File: src/rtl/multi_port_rf_sequencer_if.sv
`default_nettype none
// +------------------------------------------------------------------------+
// | multi_port_rf_sequencer_if : request, register-file and response bundle |
// | rev 1.0                                                                 |
// +------------------------------------------------------------------------+
interface multi_port_rf_sequencer_if;
  logic        req_valid;
  logic        req_ready;
  logic [3:0]  req_rd_mask;
  logic [4:0]  req_rd_addr0;
  logic [4:0]  req_rd_addr1;
  logic [4:0]  req_rd_addr2;
  logic [4:0]  req_rd_addr3;
  logic [1:0]  req_wr_mask;
  logic [4:0]  req_wr_addr0;
  logic [4:0]  req_wr_addr1;
  logic [63:0] req_wr_data0;
  logic [63:0] req_wr_data1;
  logic [3:0]  rf_ctrl;
  logic [63:0] rf_port1;
  logic [63:0] rf_port2;
  logic [63:0] rf_port3;
  logic [63:0] rf_port4;
  logic [63:0] rf_latch1;
  logic [63:0] rf_latch2;
  logic [63:0] rf_latch3;
  logic [63:0] rf_latch4;
  logic        rsp_valid;
  logic [63:0] rsp_data0;
  logic [63:0] rsp_data1;
  logic [63:0] rsp_data2;
  logic [63:0] rsp_data3;

  modport slave (
    input  req_valid, req_rd_mask, req_rd_addr0, req_rd_addr1, req_rd_addr2, req_rd_addr3,
    input  req_wr_mask, req_wr_addr0, req_wr_addr1, req_wr_data0, req_wr_data1,
    input  rf_latch1, rf_latch2, rf_latch3, rf_latch4,
    output req_ready, rf_ctrl, rf_port1, rf_port2, rf_port3, rf_port4,
    output rsp_valid, rsp_data0, rsp_data1, rsp_data2, rsp_data3
  );

  modport master (
    output req_valid, req_rd_mask, req_rd_addr0, req_rd_addr1, req_rd_addr2, req_rd_addr3,
    output req_wr_mask, req_wr_addr0, req_wr_addr1, req_wr_data0, req_wr_data1,
    output rf_latch1, rf_latch2, rf_latch3, rf_latch4,
    input  req_ready, rf_ctrl, rf_port1, rf_port2, rf_port3, rf_port4,
    input  rsp_valid, rsp_data0, rsp_data1, rsp_data2, rsp_data3
  );
endinterface
`default_nettype wire

File: src/rtl/multi_port_rf_sequencer.sv
`default_nettype none
// +------------------------------------------------------------------------+
// | multi_port_rf_sequencer : packs 4-read/2-write requests onto RF codes   |
// | rev 1.0                                                                 |
// +------------------------------------------------------------------------+
module multi_port_rf_sequencer #(
  parameter logic [3:0] IDLE_CODE = 4'hF
) (
  input  wire logic                clk,
  input  wire logic                rst_n,
  multi_port_rf_sequencer_if.slave bus
);
  localparam logic [2:0] S_IDLE  = 3'd0;
  localparam logic [2:0] S_ISS_A = 3'd1;
  localparam logic [2:0] S_ISS_B = 3'd2;
  localparam logic [2:0] S_CAPT  = 3'd3;
  localparam logic [2:0] S_DONE  = 3'd4;

  logic [2:0]  state_q, state_d;
  logic        live_q;
  logic [3:0]  rd_mask_q;
  logic [4:0]  rd_addr_q [4];
  logic [1:0]  wr_mask_q;
  logic [4:0]  wr_addr_q [2];
  logic [63:0] wr_data_q [2];
  logic [63:0] rsp_q [4];
  logic [63:0] rsp_d [4];

  logic        accept;
  logic [2:0]  r_cnt;
  logic [1:0]  w_cnt;
  logic        need_b;
  logic [4:0]  slot_addr [4];
  logic [1:0]  lane_slot [4];
  logic [4:0]  pend_addr;
  logic [63:0] pend_data;
  logic [3:0]  code;
  logic [63:0] port [4];
  logic [63:0] latch [4];

  assign accept   = bus.req_valid && bus.req_ready;
  assign latch[0] = bus.rf_latch1;
  assign latch[1] = bus.rf_latch2;
  assign latch[2] = bus.rf_latch3;
  assign latch[3] = bus.rf_latch4;

  always_ff @(posedge clk or negedge rst_n) begin
    if (!rst_n) begin
      state_q <= S_IDLE;
      live_q  <= 1'b0;
    end else begin
      state_q <= state_d;
      live_q  <= 1'b1;
    end
  end

  always_ff @(posedge clk or negedge rst_n) begin
    if (!rst_n) begin
      rd_mask_q <= '0;
      wr_mask_q <= '0;
      for (int k = 0; k < 4; k++) rd_addr_q[k] <= '0;
      for (int j = 0; j < 2; j++) begin
        wr_addr_q[j] <= '0;
        wr_data_q[j] <= '0;
      end
    end else if (accept) begin
      rd_mask_q    <= bus.req_rd_mask;
      rd_addr_q[0] <= bus.req_rd_addr0;
      rd_addr_q[1] <= bus.req_rd_addr1;
      rd_addr_q[2] <= bus.req_rd_addr2;
      rd_addr_q[3] <= bus.req_rd_addr3;
      wr_mask_q    <= bus.req_wr_mask;
      wr_addr_q[0] <= bus.req_wr_addr0;
      wr_addr_q[1] <= bus.req_wr_addr1;
      wr_data_q[0] <= bus.req_wr_data0;
      wr_data_q[1] <= bus.req_wr_data1;
    end
  end

  always_ff @(posedge clk or negedge rst_n) begin
    if (!rst_n) begin
      for (int k = 0; k < 4; k++) rsp_q[k] <= '0;
    end else begin
      for (int k = 0; k < 4; k++) rsp_q[k] <= rsp_d[k];
    end
  end

  // Compact requested lanes onto slots in ascending lane order.
  always_comb begin
    r_cnt = '0;
    for (int k = 0; k < 4; k++) slot_addr[k] = '0;
    for (int k = 0; k < 4; k++) begin
      lane_slot[k] = r_cnt[1:0];
      if (rd_mask_q[k]) begin
        slot_addr[r_cnt[1:0]] = rd_addr_q[k];
        r_cnt = r_cnt + 3'd1;
      end
    end
    w_cnt  = {1'b0, wr_mask_q[0]} + {1'b0, wr_mask_q[1]};
    need_b = ((w_cnt == 2'd2) && ((r_cnt == 3'd1) || (r_cnt == 3'd2))) ||
             ((r_cnt >= 3'd3) && (w_cnt != 2'd0));
    // Single-write slots take the first requested write; ISS_B after a split pair takes write 1.
    if ((state_q == S_ISS_B) && (w_cnt == 2'd2)) begin
      pend_addr = wr_addr_q[1];
      pend_data = wr_data_q[1];
    end else if (wr_mask_q[0]) begin
      pend_addr = wr_addr_q[0];
      pend_data = wr_data_q[0];
    end else begin
      pend_addr = wr_addr_q[1];
      pend_data = wr_data_q[1];
    end
  end

  always_comb begin
    state_d = state_q;
    case (state_q)
      S_IDLE:  if (accept && ((|bus.req_rd_mask) || (|bus.req_wr_mask))) state_d = S_ISS_A;
      S_ISS_A: begin
        if (need_b)              state_d = S_ISS_B;
        else if (r_cnt != 3'd0)  state_d = S_CAPT;
        else                     state_d = S_DONE;
      end
      S_ISS_B: state_d = (r_cnt != 3'd0) ? S_CAPT : S_DONE;
      S_CAPT:  state_d = S_DONE;
      S_DONE:  state_d = S_IDLE;
      default: state_d = S_IDLE;
    endcase
  end

  always_comb begin
    code = IDLE_CODE;
    for (int n = 0; n < 4; n++) port[n] = '0;
    for (int k = 0; k < 4; k++) rsp_d[k] = rsp_q[k];
    if (state_q == S_ISS_A) begin
      if ((w_cnt == 2'd0) || (r_cnt >= 3'd3)) code = {1'b0, r_cnt - 3'd1};
      else if (r_cnt == 3'd1)                 code = 4'd4;
      else if (r_cnt == 3'd2)                 code = 4'd5;
      else                                    code = (w_cnt == 2'd1) ? 4'd6 : 4'd7;
    end else if (state_q == S_ISS_B) begin
      code = ((r_cnt >= 3'd3) && (w_cnt == 2'd2)) ? 4'd7 : 4'd6;
    end
    if ((state_q == S_ISS_A) || (state_q == S_ISS_B)) begin
      case (code)
        4'd0, 4'd1, 4'd2, 4'd3: begin
          for (int n = 0; n < 4; n++)
            if (n <= int'(code)) port[n] = {59'd0, slot_addr[n]};
        end
        4'd4: begin
          port[0] = {59'd0, slot_addr[0]};
          port[1] = pend_data;
          port[2] = {59'd0, pend_addr};
        end
        4'd5: begin
          port[0] = {59'd0, slot_addr[0]};
          port[1] = {59'd0, slot_addr[1]};
          port[2] = pend_data;
          port[3] = {59'd0, pend_addr};
        end
        4'd6: begin
          port[0] = {59'd0, pend_addr};
          port[1] = pend_data;
        end
        4'd7: begin
          port[0] = {59'd0, wr_addr_q[0]};
          port[1] = wr_data_q[0];
          port[2] = {59'd0, wr_addr_q[1]};
          port[3] = wr_data_q[1];
        end
        default: ;
      endcase
    end
    if (state_q == S_CAPT) begin
      for (int k = 0; k < 4; k++) rsp_d[k] = rd_mask_q[k] ? latch[lane_slot[k]] : 64'd0;
    end
  end

  assign bus.req_ready = live_q && (state_q == S_IDLE);
  assign bus.rsp_valid = (state_q == S_DONE);
  assign bus.rf_ctrl   = code;
  assign bus.rf_port1  = port[0];
  assign bus.rf_port2  = port[1];
  assign bus.rf_port3  = port[2];
  assign bus.rf_port4  = port[3];
  assign bus.rsp_data0 = rsp_q[0];
  assign bus.rsp_data1 = rsp_q[1];
  assign bus.rsp_data2 = rsp_q[2];
  assign bus.rsp_data3 = rsp_q[3];
endmodule
`default_nettype wire

File: src/flat_wrapper.sv
// flat-port wrapper written by rule: the top's interface ports become plain ports
module multi_port_rf_sequencer_flat 
#(
  parameter logic [3:0] IDLE_CODE = 4'hF
)
  (clk, rst_n, bus_req_valid, bus_req_rd_mask, bus_req_rd_addr0, bus_req_rd_addr1, bus_req_rd_addr2, bus_req_rd_addr3, bus_req_wr_mask, bus_req_wr_addr0, bus_req_wr_addr1, bus_req_wr_data0, bus_req_wr_data1, bus_rf_latch1, bus_rf_latch2, bus_rf_latch3, bus_rf_latch4, bus_req_ready, bus_rf_ctrl, bus_rf_port1, bus_rf_port2, bus_rf_port3, bus_rf_port4, bus_rsp_valid, bus_rsp_data0, bus_rsp_data1, bus_rsp_data2, bus_rsp_data3);
  multi_port_rf_sequencer_if bus_i ();
  input  wire logic clk;
  input  wire logic rst_n;
  input wire logic [$bits(bus_i.req_valid)-1:0] bus_req_valid;
  input wire logic [$bits(bus_i.req_rd_mask)-1:0] bus_req_rd_mask;
  input wire logic [$bits(bus_i.req_rd_addr0)-1:0] bus_req_rd_addr0;
  input wire logic [$bits(bus_i.req_rd_addr1)-1:0] bus_req_rd_addr1;
  input wire logic [$bits(bus_i.req_rd_addr2)-1:0] bus_req_rd_addr2;
  input wire logic [$bits(bus_i.req_rd_addr3)-1:0] bus_req_rd_addr3;
  input wire logic [$bits(bus_i.req_wr_mask)-1:0] bus_req_wr_mask;
  input wire logic [$bits(bus_i.req_wr_addr0)-1:0] bus_req_wr_addr0;
  input wire logic [$bits(bus_i.req_wr_addr1)-1:0] bus_req_wr_addr1;
  input wire logic [$bits(bus_i.req_wr_data0)-1:0] bus_req_wr_data0;
  input wire logic [$bits(bus_i.req_wr_data1)-1:0] bus_req_wr_data1;
  input wire logic [$bits(bus_i.rf_latch1)-1:0] bus_rf_latch1;
  input wire logic [$bits(bus_i.rf_latch2)-1:0] bus_rf_latch2;
  input wire logic [$bits(bus_i.rf_latch3)-1:0] bus_rf_latch3;
  input wire logic [$bits(bus_i.rf_latch4)-1:0] bus_rf_latch4;
  output wire logic [$bits(bus_i.req_ready)-1:0] bus_req_ready;
  output wire logic [$bits(bus_i.rf_ctrl)-1:0] bus_rf_ctrl;
  output wire logic [$bits(bus_i.rf_port1)-1:0] bus_rf_port1;
  output wire logic [$bits(bus_i.rf_port2)-1:0] bus_rf_port2;
  output wire logic [$bits(bus_i.rf_port3)-1:0] bus_rf_port3;
  output wire logic [$bits(bus_i.rf_port4)-1:0] bus_rf_port4;
  output wire logic [$bits(bus_i.rsp_valid)-1:0] bus_rsp_valid;
  output wire logic [$bits(bus_i.rsp_data0)-1:0] bus_rsp_data0;
  output wire logic [$bits(bus_i.rsp_data1)-1:0] bus_rsp_data1;
  output wire logic [$bits(bus_i.rsp_data2)-1:0] bus_rsp_data2;
  output wire logic [$bits(bus_i.rsp_data3)-1:0] bus_rsp_data3;
  assign bus_i.req_valid = bus_req_valid;
  assign bus_i.req_rd_mask = bus_req_rd_mask;
  assign bus_i.req_rd_addr0 = bus_req_rd_addr0;
  assign bus_i.req_rd_addr1 = bus_req_rd_addr1;
  assign bus_i.req_rd_addr2 = bus_req_rd_addr2;
  assign bus_i.req_rd_addr3 = bus_req_rd_addr3;
  assign bus_i.req_wr_mask = bus_req_wr_mask;
  assign bus_i.req_wr_addr0 = bus_req_wr_addr0;
  assign bus_i.req_wr_addr1 = bus_req_wr_addr1;
  assign bus_i.req_wr_data0 = bus_req_wr_data0;
  assign bus_i.req_wr_data1 = bus_req_wr_data1;
  assign bus_i.rf_latch1 = bus_rf_latch1;
  assign bus_i.rf_latch2 = bus_rf_latch2;
  assign bus_i.rf_latch3 = bus_rf_latch3;
  assign bus_i.rf_latch4 = bus_rf_latch4;
  assign bus_req_ready = bus_i.req_ready;
  assign bus_rf_ctrl = bus_i.rf_ctrl;
  assign bus_rf_port1 = bus_i.rf_port1;
  assign bus_rf_port2 = bus_i.rf_port2;
  assign bus_rf_port3 = bus_i.rf_port3;
  assign bus_rf_port4 = bus_i.rf_port4;
  assign bus_rsp_valid = bus_i.rsp_valid;
  assign bus_rsp_data0 = bus_i.rsp_data0;
  assign bus_rsp_data1 = bus_i.rsp_data1;
  assign bus_rsp_data2 = bus_i.rsp_data2;
  assign bus_rsp_data3 = bus_i.rsp_data3;
  multi_port_rf_sequencer #(.IDLE_CODE(IDLE_CODE)) u_core (.clk(clk), .rst_n(rst_n), .bus(bus_i));
endmodule
File: config.mk
export PLATFORM = sky130hd
export DESIGN_NAME = multi_port_rf_sequencer_flat
export DESIGN_NICKNAME = d
export VERILOG_FILES = /design/src/rtl/multi_port_rf_sequencer_if.sv /design/src/rtl/multi_port_rf_sequencer.sv /design/src/flat_wrapper.sv
export SDC_FILE = /design/constraint.sdc
export NUM_CORES = 1
export LEC_CHECK = 0
export CAP_MARGIN = 20
export CORE_AREA = 3 3 364 366
export CTS_CLUSTER_DIAMETER = 30
export CTS_CLUSTER_SIZE = 16
export DETAILED_ROUTE_END_ITERATION = 10
export DIE_AREA = 0 0 367 369
export PLACE_DENSITY = 0.52
export SLEW_MARGIN = 10
export SYNTH_ARGS = -nofsm -noshare
export SYNTH_HDL_FRONTEND = slang
export SYNTH_SLANG_ARGS = --single-unit
File: constraint.sdc
create_clock -name clk -period 13.6 [get_ports clk]
set_clock_uncertainty 0.2 [all_clocks]
set_input_delay 3.4 -clock clk [delete_from_list [all_inputs] [get_ports clk]]
set_output_delay 3.4 -clock clk [all_outputs]
set_load 0.1 [all_outputs]
# Word level (Yosys, flattened, before mapping)
# Index checks and enable logic that the tools add are counted.
word_totals:
  reg_bits: 424
  wordCells: 125
classes:
  magnitude_cmp: 10
  mux: 52
  addsub: 5
  eq_ne: 16
  n_bitwise: 3
  n_reduce_logical: 23
op_table:
  columns: ["cell", "count"]
  rows:
  - ["$mux 64", 12]
  - ["$bmux 64 s2", 3]
  - ["$pmux 69 s5", 1]
  - ["$mux 256", 1]
  - ["$pmux 64 s4", 1]
  - ["$pmux 64 s3", 1]
  - ["$bwmux 20", 3]
  - ["$mux 20", 3]
  - ["$mux 5", 9]
  - ["$demux 5 s2", 3]
  - ["$mux 4", 5]
  - ["$mux 3", 6]
  - ["$eq 4x3->1 const B", 4]
  - ["$pmux 3 s4", 1]
  - ["$logic_and 1x1->1", 10]
  - ["$eq 3x2->1 const B", 3]
  - ["$ge 3x3->1 const B", 3]
  - ["$lt 3x1->1 const B", 3]
  - ["$eq 4x2->1 const B", 2]
  - ["$le 2x4->1 const A", 2]
  - ["$reduce_or 4->1", 2]
  - ["$add 3x1->3 const B", 2]
  - ["$eq 3x1->1 const B", 2]
  - ["$not 2->3", 2]
  - ["other kinds (19)", 25]

# Depth between registers and ports, before layout
# Gate-level depths: netlist of run 1.
logic_depth:
  ltp_word: 16
  mapped_depth: 19
  depth_no_buf: 14

# Worst setup path before layout of run 1
# OpenSTA, ideal clock, no wires.
synth_path:
  path_kind: "register -> output"
  startpoint: "register u_core.rd_mask_q[1]"
  endpoint: "output port bus_rf_port1[0]"
  path_stages_with_launch: 17
  arrival_time_ns: 6.172
  path_slack_ns: 3.828
  path_buffers: 5
  cell_sequence: "dfrtp_1 -> inv_1 -> clkbuf_1 -> ha_1 -> buf_2 -> xor2_2 -> buf_1 -> buf_2 -> and2_0 -> o21ai_0 -> ha_1 -> a211o_1 -> o211ai_1 -> and2_1 -> clkbuf_1 -> nand2_1 -> o32ai_1"
synth_between:
  elab_chain_cells: 14
synth_lines:
  columns: ["element", "line_no", "source"]
  rows:
  - ["start, declared", "multi_port_rf_sequencer.sv:21", "logic [3:0] rd_mask_q;"]
  - ["start signal, assigned", "multi_port_rf_sequencer.sv:67", "rd_mask_q <= bus.req_rd_mask;"]
  - ["$mux 3", "multi_port_rf_sequencer.sv:94", "if (rd_mask_q[k]) begin"]
  - ["$add 3x1->3", "multi_port_rf_sequencer.sv:96", "r_cnt = r_cnt + 3'd1;"]
  - ["$mux 3", "multi_port_rf_sequencer.sv:94", null]
  - ["$add 3x1->3", "multi_port_rf_sequencer.sv:96", null]
  - ["$mux 3", "multi_port_rf_sequencer.sv:94", null]
  - ["$ge 3x2->1 or $eq 3x2->1 (tied branches)", "multi_port_rf_sequencer.sv:136, multi_port_rf_sequencer.sv:141, multi_port_rf_sequencer.sv:138", null]
  - ["$logic_and 1x1->1 or $mux 4 (tied branches)", "multi_port_rf_sequencer.sv:141, multi_port_rf_sequencer.sv:138", null]
  - ["$mux 1 or $mux 4 (tied branches)", "multi_port_rf_sequencer.sv:141, multi_port_rf_sequencer.sv:137", null]
  - ["$mux 4 (on tied branches)", "multi_port_rf_sequencer.sv:140, multi_port_rf_sequencer.sv:136", null]
  - ["$mux 4", "multi_port_rf_sequencer.sv:135", "if (state_q == S_ISS_A) begin"]
  - ["$eq 4x1->1 (tied with other cells)", "multi_port_rf_sequencer.sv:144", "case (code)"]
  - ["$reduce_or 4->1", "multi_port_rf_sequencer.sv:144", null]
  - ["$pmux 69 s5 (*)", "multi_port_rf_sequencer.sv:144", null]
  - ["$mux 256 (*)", "multi_port_rf_sequencer.sv:143", "if ((state_q == S_ISS_A) || (state_q == S_ISS_B)) begin"]
  - ["end, declared", "flat_wrapper.sv:27", "output wire logic [$bits(bus_i.rf_port1)-1:0] bus_rf_port1;"]
# Mark *: on every way between the ends. The rest lies on a longest branch, timed or not.

# Worst setup path after layout of run 1
layout_path:
  startpoint: "register u_core.rd_mask_q[1]"
  endpoint: "output port bus_rf_port2[24]"
layout_between:
  elab_chain_cells: 14
layout_lines:
  columns: ["element", "line_no", "source"]
  rows:
  - ["$mux 3 (*)", "multi_port_rf_sequencer.sv:94", null]
  - ["$add 3x1->3", "multi_port_rf_sequencer.sv:96", null]
  - ["$mux 3 (*)", "multi_port_rf_sequencer.sv:94", null]
  - ["$add 3x1->3", "multi_port_rf_sequencer.sv:96", null]
  - ["$mux 3 (*)", "multi_port_rf_sequencer.sv:94", null]
  - ["$ge 3x2->1 or $eq 3x2->1 (tied branches)", "multi_port_rf_sequencer.sv:136, multi_port_rf_sequencer.sv:141, multi_port_rf_sequencer.sv:138", null]
  - ["$logic_and 1x1->1 or $mux 4 (tied branches)", "multi_port_rf_sequencer.sv:141, multi_port_rf_sequencer.sv:138", null]
  - ["$mux 1 or $mux 4 (tied branches)", "multi_port_rf_sequencer.sv:141, multi_port_rf_sequencer.sv:137", null]
  - ["$mux 4 (on tied branches)", "multi_port_rf_sequencer.sv:140, multi_port_rf_sequencer.sv:136", null]
  - ["$mux 4 (*)", "multi_port_rf_sequencer.sv:135", null]
  - ["$eq 4x1->1 (tied with other cells)", "multi_port_rf_sequencer.sv:144", null]
  - ["$reduce_or 4->1", "multi_port_rf_sequencer.sv:144", null]
  - ["$pmux 69 s5 (*)", "multi_port_rf_sequencer.sv:144", null]
  - ["$mux 256 (*)", "multi_port_rf_sequencer.sv:143", null]
  - ["end, declared", "flat_wrapper.sv:28", "output wire logic [$bits(bus_i.rf_port2)-1:0] bus_rf_port2;"]
# Marks and branches as above.

==> results of run 1 <==
## kinds of logic after synthesis
| group | synth area share |
|---|---|
| compound gates | 0.121 |
| xor+xnor | 0.00139 |
| fa+ha+maj | 0.00566 |
| buf+inv | 0.0577 |
| flops | 0.436 |
| mux | 0.226 |
| other cells | 0.000309 |
| simple gates | 0.152 |
## per-layer routing
metal	vias up	wire [um]	track usage
met4	22	5000	0.0747
li1	10100	-	-
met1	11800	50900	0.220
met2	1131	61700	0.303
met5	-	155	0
met3	243	11300	0.0629
## layout make-up
| type | instances | area, um^2 | area share |
|---|---|---|---|
| timing repair buffer | 921 | 9100 | 0.229 |
| multi-input combinational | 1618 | 12700 | 0.318 |
| clock buffer | 214 | 4370 | 0.110 |
| inverter | 22 | 83.8 | 0.00210 |
| antenna | 10 | 25.0 | 0.000628 |
| clock inverter | 56 | 805 | 0.0202 |
| sequential | 424 | 10600 | 0.266 |
| tap | 1742 | 2180 | 0.0547 |
## registers in the layout, indices dropped and copies added (netlist names)
name and count:
u_core.wr_data_q 128, u_core.bus.rsp_data0 64, u_core.bus.rsp_data1 64, u_core.bus.rsp_data2 64, u_core.bus.rsp_data3 64, u_core.rd_addr_q 20
u_core.wr_addr_q 10, u_core.rd_mask_q 4, u_core.state_q 3, u_core.wr_mask_q 2, u_core.live_q 1
## cell usage in the layout (no fill, tap or decap), types with 60 or more instances in the layout
| master | Yosys | routed |
|---|---|---|
| clkbuf_16 | 0 | 151 |
| conb_1 | 2 | 60 |
| nand4_1 | 62 | 62 |
| mux2_2 | 165 | 165 |
| dfrtp_1 | 424 | 423 |
| o31ai_1 | 64 | 64 |
| o21ai_0 | 79 | 79 |
| nand2_1 | 328 | 325 |
| mux2i_1 | 75 | 75 |
| and2_1 | 66 | 65 |
| mux4_2 | 128 | 128 |
| buf_4 | 59 | 84 |
| a22o_1 | 133 | 133 |
| nand3_1 | 195 | 195 |
| clkdlybuf4s50_1 | 0 | 827 |
| a21oi_1 | 74 | 72 |
| and3_1 | 62 | 61 |
## stage by stage
step,std cells,setup slack [ps],util,cell area (um^2)
3_3_place_gp,4722,2580,0.267,34500
5_1_grt,5000,1260,0.307,39800
2_1_floorplan,2344,3830,-,24500
3_5_place_dp,4726,2390,0.267,34600
4_1_cts,4996,1540,0.307,39800
6_report,5007,1880,0.308,39800
## path summary, 6_finish.rpt
kind / depth (start not counted) / end / startpoint / slack [ps]
setup reg to reg: 8 / u_core.bus.rsp_data3[1] / u_core.rd_mask_q[1] / 8150
min in group asynchronous: 1 / u_core.wr_data_q[64] / rst_n / 2380
setup / recovery: 15 / bus_rf_port2[24] / u_core.rd_mask_q[1] / 1880
hold reg to reg: 2 / u_core.bus.rsp_data1[61] / u_core.bus.rsp_data1[61] / 270
max in group asynchronous: 3 / u_core.bus.rsp_data3[40] / rst_n / 8690
hold / removal: 2 / u_core.bus.rsp_data1[61] / u_core.bus.rsp_data1[61] / 270
## cells in the mapped netlist (all sizes together), types with 2 or more instances
cell type,count
a211oi,3
a21boi,2
a21o,2
a21oi,75
a22o,133
a22oi,5
a32o,5
a32oi,7
and2,67
and3,62
and4,5
buf,110
clkbuf,170
conb,2
dfrtp,424
ha,11
inv,22
mux2,165
mux2i,75
mux4,128
nand2,328
nand2b,2
nand3,195
nand4,62
nor2,27
nor2b,4
nor3,2
nor3b,4
o211ai,2
o21a,2
o21ai,80
o221ai,15
o31ai,64
o32ai,6
or3,2
xor2,2
## critical path, delay by kind of cell, from the launching register on
family / cells / cell delay, ps
AOI/OAI and AO/OA: 5 / 1160
adders and majority gates: 2 / 1160
buffers and inverters: 5 / 3760
DFF: 1 / 430
and+or+nand+nor: 3 / 640
==> reports/qor.yml, run 1 <==
status: "complete, no violations"
grt_first_pass_wirelength_um: 182000
crit_path_top_delay_cell: "clkdlybuf4s50_1"
die_x_um: 367
root_buffer: "clkbuf_16"
cp_cell_sequence: "clkinv_2 -> ha_4 -> buf_4 -> o22ai_1 -> nand2_1 -> o21ai_0 -> ha_1 -> a211oi_2 -> a21oi_1 -> o32ai_4 -> buf_4 -> buf_4 -> nand3_1 -> nand3_1 -> clkdlybuf4s50_1"
row_count: 132
clock_path_buffers: 3
post_cts_buffers: 0
die-area_mm2: 0.135
setup_viol: 0
synth_cells: 2286
routed_via_density: 4.65
fin_nets: 3571
period_needed_ps: 11720
max_stage_delay_ps: 1210
hold_path.class: "reg -> reg"
firstDrtPassIters: 5
portBuffers: 881
clock_latency_ps: 730
track_usage: 0.184
synth_top_area_share: 0.436
drt-initial-drc-count: 1530
cts_resized: 0
arrival_ps: 8120
crit_top_cell: "buf_4"
ys_async_sr_fraction: 1.00
netlist_top_cells_area: "dfrtp_1, mux4_2, mux2_2"
endpoint_kind: "output pin"
max-cap-violations: 0
cts_sinks: 424
cp_data_required_time_ps: 10000
relSlewSlack: 0.164
finalCritPeriodShare: 0.861
tritoncts: "done"
grt-ovfl-total: 0
cts_made_buffers: 150
gp_congestion: 0.843
syn_area_mm2: 0.0243
io_pins: 941
dp_hpwl_um: 93400
layout-drive-gt1-share: 0.201
grt_start_max_net_pins: 237
path_class: "reg -> out"
antenna_found_initial: 30
postSynthAreaPerCell_um2: 10.6
yosysWarningCount: 0
start_util: 0.188
rsz0062_at_grt: "no"
crit_path_start_kind: "flop"
ys.flop_type: "dfrtp_1"
cts_max_level: 4
hold_ws_ps: 269
routedWlPerCell_um: 25.8
synth_area_leader_cell: "dfrtp_1"
final-max-slew-violation-count: 0
hold_buffers: 0
synth_edf_count: 0
fill_cells: 13400
worst_pin_slew_ps: 1250
hold_viol: 0
ys_ff_latch: 424
grt_pass1_vias: 23700
die_h_um: 369
vias: 23300
finalSetupTns_ps: 0
clk_pin_slew_ps: 40
wl_um: 129000
syn2layout_area_growth_pct: 63.7
core_area_mm2: 0.129
ys_seq_area_frac: 0.436
timing.fmax_mhz: 85.4
crit_fanout: 80
drc: 0
drtAntennaViolNets: 0
ys_types: 63
Power of run 1 is not shown: default switching activity piles up to over one toggle a cycle in this logic, so the estimate is an artifact.
==> run 2, diff against run 1 <==
- PLACE_DENSITY: 0.52 -> 0.5
- RECOVER_POWER: unset -> 25
==> reports/qor.yml, run 2 (synthesis results as in run 1) <==
routedWlPerCell_um: 26.0
vias: 23200
max-cap-violations: 1
post_cts_buffers: 0
path_class: "reg -> out"
hold_viol: 0
drtAntennaViolNets: 0
cpLargestDelayFamily: "buffers and inverters"
finalSetupTns_ps: 0
crit_path_top_delay_cell: "clkdlybuf4s50_1"
r2r_slack_ps: 9530
final-max-slew-violation-count: 71
pre_cts_ws_ps: 2720
r2r_start: "u_core.rd_mask_q[1]"
status: "finished with violations"
clk_pin_slew_ps: 40
worst_pin_slew_ps: 4990
relSlewSlack: -2.32
top_register: "u_core.wr_data_q"
endpoint_kind: "output pin"
grt_pass1_vias: 23700
gp_congestion: 0.874
routed_via_density: 4.65
io_pins: 941
crit_top_cell: "buf_4"
clock_path_buffers: 3
layout-drive-gt1-share: 0.190
tritoncts: "done"
die-area_mm2: 0.135
largest_reg_flops: 128
syn2layout_area_growth_pct: 63.6
row_count: 132
cp_data_required_time_ps: 10000
r2r_cells: 7
crit_path_start_kind: "flop"
hold_path.class: "reg -> reg"
grt-ovfl-total: 0
antenna_found_initial: 41
crit_path_start: "u_core.rd_mask_q[1]"
timing.fmax_mhz: 86.8
dp_hpwl_um: 93900
rsz0062_at_grt: "no"
cp_cell_sequence: "clkinv_2 -> ha_4 -> o22ai_1 -> nand2_1 -> o21ai_0 -> ha_1 -> a211o_1 -> a2111oi_2 -> o32ai_4 -> buf_4 -> inv_2 -> buf_4 -> and3_2 -> and2_1 -> clkdlybuf4s50_1"
track_usage: 0.185
start_util: 0.188
critical_path_buf_inv_count: 5
arrival_ps: 7930
fin_ws_ps: 2070
die_x_um: 367
rr_endpoint: "u_core.bus.rsp_data3[4]"
root_buffer: "clkbuf_16"
max_stage_delay_ps: 1150
cts_made_buffers: 147
setup_viol: 0
clock_latency_ps: 740
crit_fanout: 64
firstDrtPassIters: 5
cts_max_level: 4
die_h_um: 369
core_area_mm2: 0.129
final_cell_mix: "clkdlybuf4s50_1, dfrtp_1, nand2_1, nand3_1, mux2_2"
cts_sinks: 424
wl_um: 130000
period_needed_ps: 11530
hold_buffers: 0
drc: 0
final_common_cell: "clkdlybuf4s50_1"
setup.worst_path.end: "bus_rf_port4[11]"
violations: "capacitance limit, slew limit"
drt-initial-drc-count: 1799
portBuffers: 881
fin_nets: 3563
grt_first_pass_wirelength_um: 182000
finalCritPeriodShare: 0.847
fill_cells: 13300
cts_resized: 0
cp.depth: 15
grt_start_max_net_pins: 197
[run 2: cell count changes in the layout (fill, tap and decap cells not counted), sizes merged]
cell           delta
clkinv            +3
clkdlybuf4s18     +1
clkbuf           -18
buf              -32
clkdlybuf4s50    -39
inv               -1
bufinv            +4
diode             +5
dlygate4sd3      +64
[run 2: metal layers]
metal,GRT usage,wire length [um],up-vias,part of all wire
li1,-,-,10100,-
met2,0.304,62300,1103,0.48
met4,0.0700,4880,30,0.038
met5,0,205,-,0.0016
met3,0.0700,11800,242,0.091
met1,0.218,50400,11700,0.39
[run 2: worst min-delay path by stage]
stage,end,cells after the start,from
after floorplan,u_core.wr_data_q[0],1,u_core.wr_data_q[0]
after global placement,u_core.bus.rsp_data1[5],2,u_core.bus.rsp_data1[5]
after detailed placement,u_core.bus.rsp_data1[34],2,u_core.bus.rsp_data1[34]
after CTS,u_core.bus.rsp_data1[34],2,u_core.bus.rsp_data1[34]
after global routing,u_core.bus.rsp_data1[63],2,u_core.bus.rsp_data1[63]
final,u_core.bus.rsp_data1[34],2,u_core.bus.rsp_data1[34]
[run 2: final cells by class]
cell class	instances	area, um^2	share of cell area
diodes	15	37.5	0.000943
clock buffers	195	4120	0.104
clock inverters	62	963	0.0242
inverters	22	83.8	0.00211
multi-input cells	1618	12700	0.318
flip-flops and latches	424	10600	0.267
well taps	1742	2180	0.0548
repair buffers	916	9140	0.230
[run 2: worst reg2reg max path, stage by stage, from the launching register on]
cell and delay (ps):
dfrtp_1 430, clkinv_2 480, ha_1 460, nand2_1 310, o21a_4 510, buf_4 750, mux4_2 560, a22o_1 240
[run 2: stage by stage]
step	hold slack [ps]	utilization	std cells	cell area, um^2
2_1_floorplan	279	-	2344	24500
3_3_place_gp	260	0.267	4717	34600
3_5_place_dp	265	0.268	4722	34700
4_1_cts	274	0.307	4979	39800
5_1_grt	289	0.307	4983	39800
6_report	270	0.307	4994	39800
Power of run 2 is left out for the same reason.
==> run 3, diff against run 2 <==
- CORE_AREA: 3 3 364 366 -> 3 3 362 364
- DIE_AREA: 0 0 367 369 -> 0 0 365 367
- PLACE_DENSITY: 0.5 -> 0.52
- clock period: 13.6 -> 9.25 ns (I/O delays scaled with it)
==> reports/qor.yml, run 3 (synthesis results as in run 1) <==
grt-ovfl-total: 0
cts_max_level: 4
final_cell_mix: "clkdlybuf4s50_1, dfrtp_1, nand2_1, buf_12, nand3_1"
clock_latency_ps: 740
drtAntennaViolNets: 0
arrival_ps: 6170
gp_congestion: 0.857
path_class: "reg -> out"
hold_ws_ps: 270
crit_fanout: 47
whs_path_depth: 2
period_needed_ps: 8690
row_count: 131
hold_path.class: "reg -> reg"
status: "finished with violations"
cts_sinks: 424
tritoncts: "done"
finalSetupTns_ps: 0
setup_viol: 0
endpoint_kind: "output pin"
syn2layout_area_growth_pct: 72.0
relSlewSlack: -1.45
die_x_um: 365
drt-initial-drc-count: 1975
firstDrtPassIters: 5
cts_made_buffers: 152
top_register: "u_core.wr_data_q"
hold_viol: 0
routedWlPerCell_um: 26.1
max-cap-violations: 3
grt_start_max_net_pins: 200
final-max-slew-violation-count: 281
crit_path_start_kind: "flop"
track_usage: 0.186
r2r_cells: 7
clock_path_buffers: 3
rr_endpoint: "u_core.bus.rsp_data3[6]"
clk_pin_slew_ps: 40
vias: 23300
dp_hpwl_um: 93300
cts_resized: 0
final_area_mm2: 0.0418
routed_via_density: 4.73
rsz0062_at_grt: "no"
worst_pin_slew_ps: 3680
portBuffers: 881
cp_data_required_time_ps: 6740
hold_start: "u_core.bus.rsp_data1[37]"
hold_buffers: 0
largest_reg_flops: 128
wl_um: 129000
post_cts_buffers: 0
r2r_slack_ps: 4570
start_util: 0.191
die-area_mm2: 0.134
final_common_cell: "clkdlybuf4s50_1"
root_buffer: "clkbuf_16"
die_h_um: 367
r2r_start: "u_core.rd_mask_q[1]"
antenna_found_initial: 43
violations: "capacitance limit, slew limit"
layout-drive-gt1-share: 0.249
grt_pass1_vias: 23600
core_area_mm2: 0.128
drc: 0
grt_first_pass_wirelength_um: 181000
timing.fmax_mhz: 115
placed_cell_area_mm2: 0.0366
worstHoldEndpoint: "u_core.bus.rsp_data1[37]"
fin_nets: 3570
io_pins: 941
finalCritPeriodShare: 0.939
run 3: worst max path at each step:
| stage | startpoint | to | slack [ps] | depth (start not counted) |
|---|---|---|---|---|
| 2_1_floorplan | u_core.rd_mask_q[1] | bus_rf_port1[0] | 570 | 16 |
| 3_3_place_gp | u_core.rd_mask_q[1] | bus_rf_port4[41] | 1220 | 14 |
| 3_5_place_dp | u_core.rd_mask_q[1] | bus_rf_port4[16] | 1110 | 12 |
| 4_1_cts | u_core.rd_mask_q[1] | bus_rf_port4[16] | 250 | 12 |
| 5_1_grt | u_core.rd_mask_q[1] | bus_rf_port1[3] | 100 | 13 |
| 6_report | u_core.rd_mask_q[1] | bus_rf_port4[4] | 560 | 13 |
run 3: cell type report:
type	count	area (um^2)
Tap cell	1662	2080
Fill cell	12800	85800
Timing Repair Buffer	918	11100
Clock inverter	55	913
Antenna cell	11	27.5
Clock buffer	218	4340
Sequential cell	424	10600
Inverter	22	83.8
Multi-Input combinational cell	1618	12700
run 3: critical path, cell delays in order, from the launching register on:
cell and delay [ps]:
dfrtp_1 430, clkinv_2 410, ha_4 850, o22ai_1 200
nand2_1 290, o21ai_0 260, ha_1 300, a211oi_2 300
a21oi_1 150, o32ai_4 670, inv_2 260, nand2_4 580
o221ai_1 420, buf_12 280
run 3: metrics by stage:
stage / util / setup WS (ps) / std cells
CTS: 0.328 / 252 / 4915
finish: 0.328 / 565 / 4928
global route: 0.328 / 98.3 / 4920
global placement: 0.286 / 1220 / 4641
detailed placement: 0.286 / 1110 / 4642
floorplan: - / 566 / 2344
run 3: routing by layer:
metal  GRT usage  part of all wire  up-vias
li1            -                 -    10200
met1       0.213              0.37    11800
met2       0.313              0.49     1112
met3      0.0787              0.11      256
met4      0.0619             0.032       32
met5           0            0.0018        -
Power of run 3 is left out for the same reason.
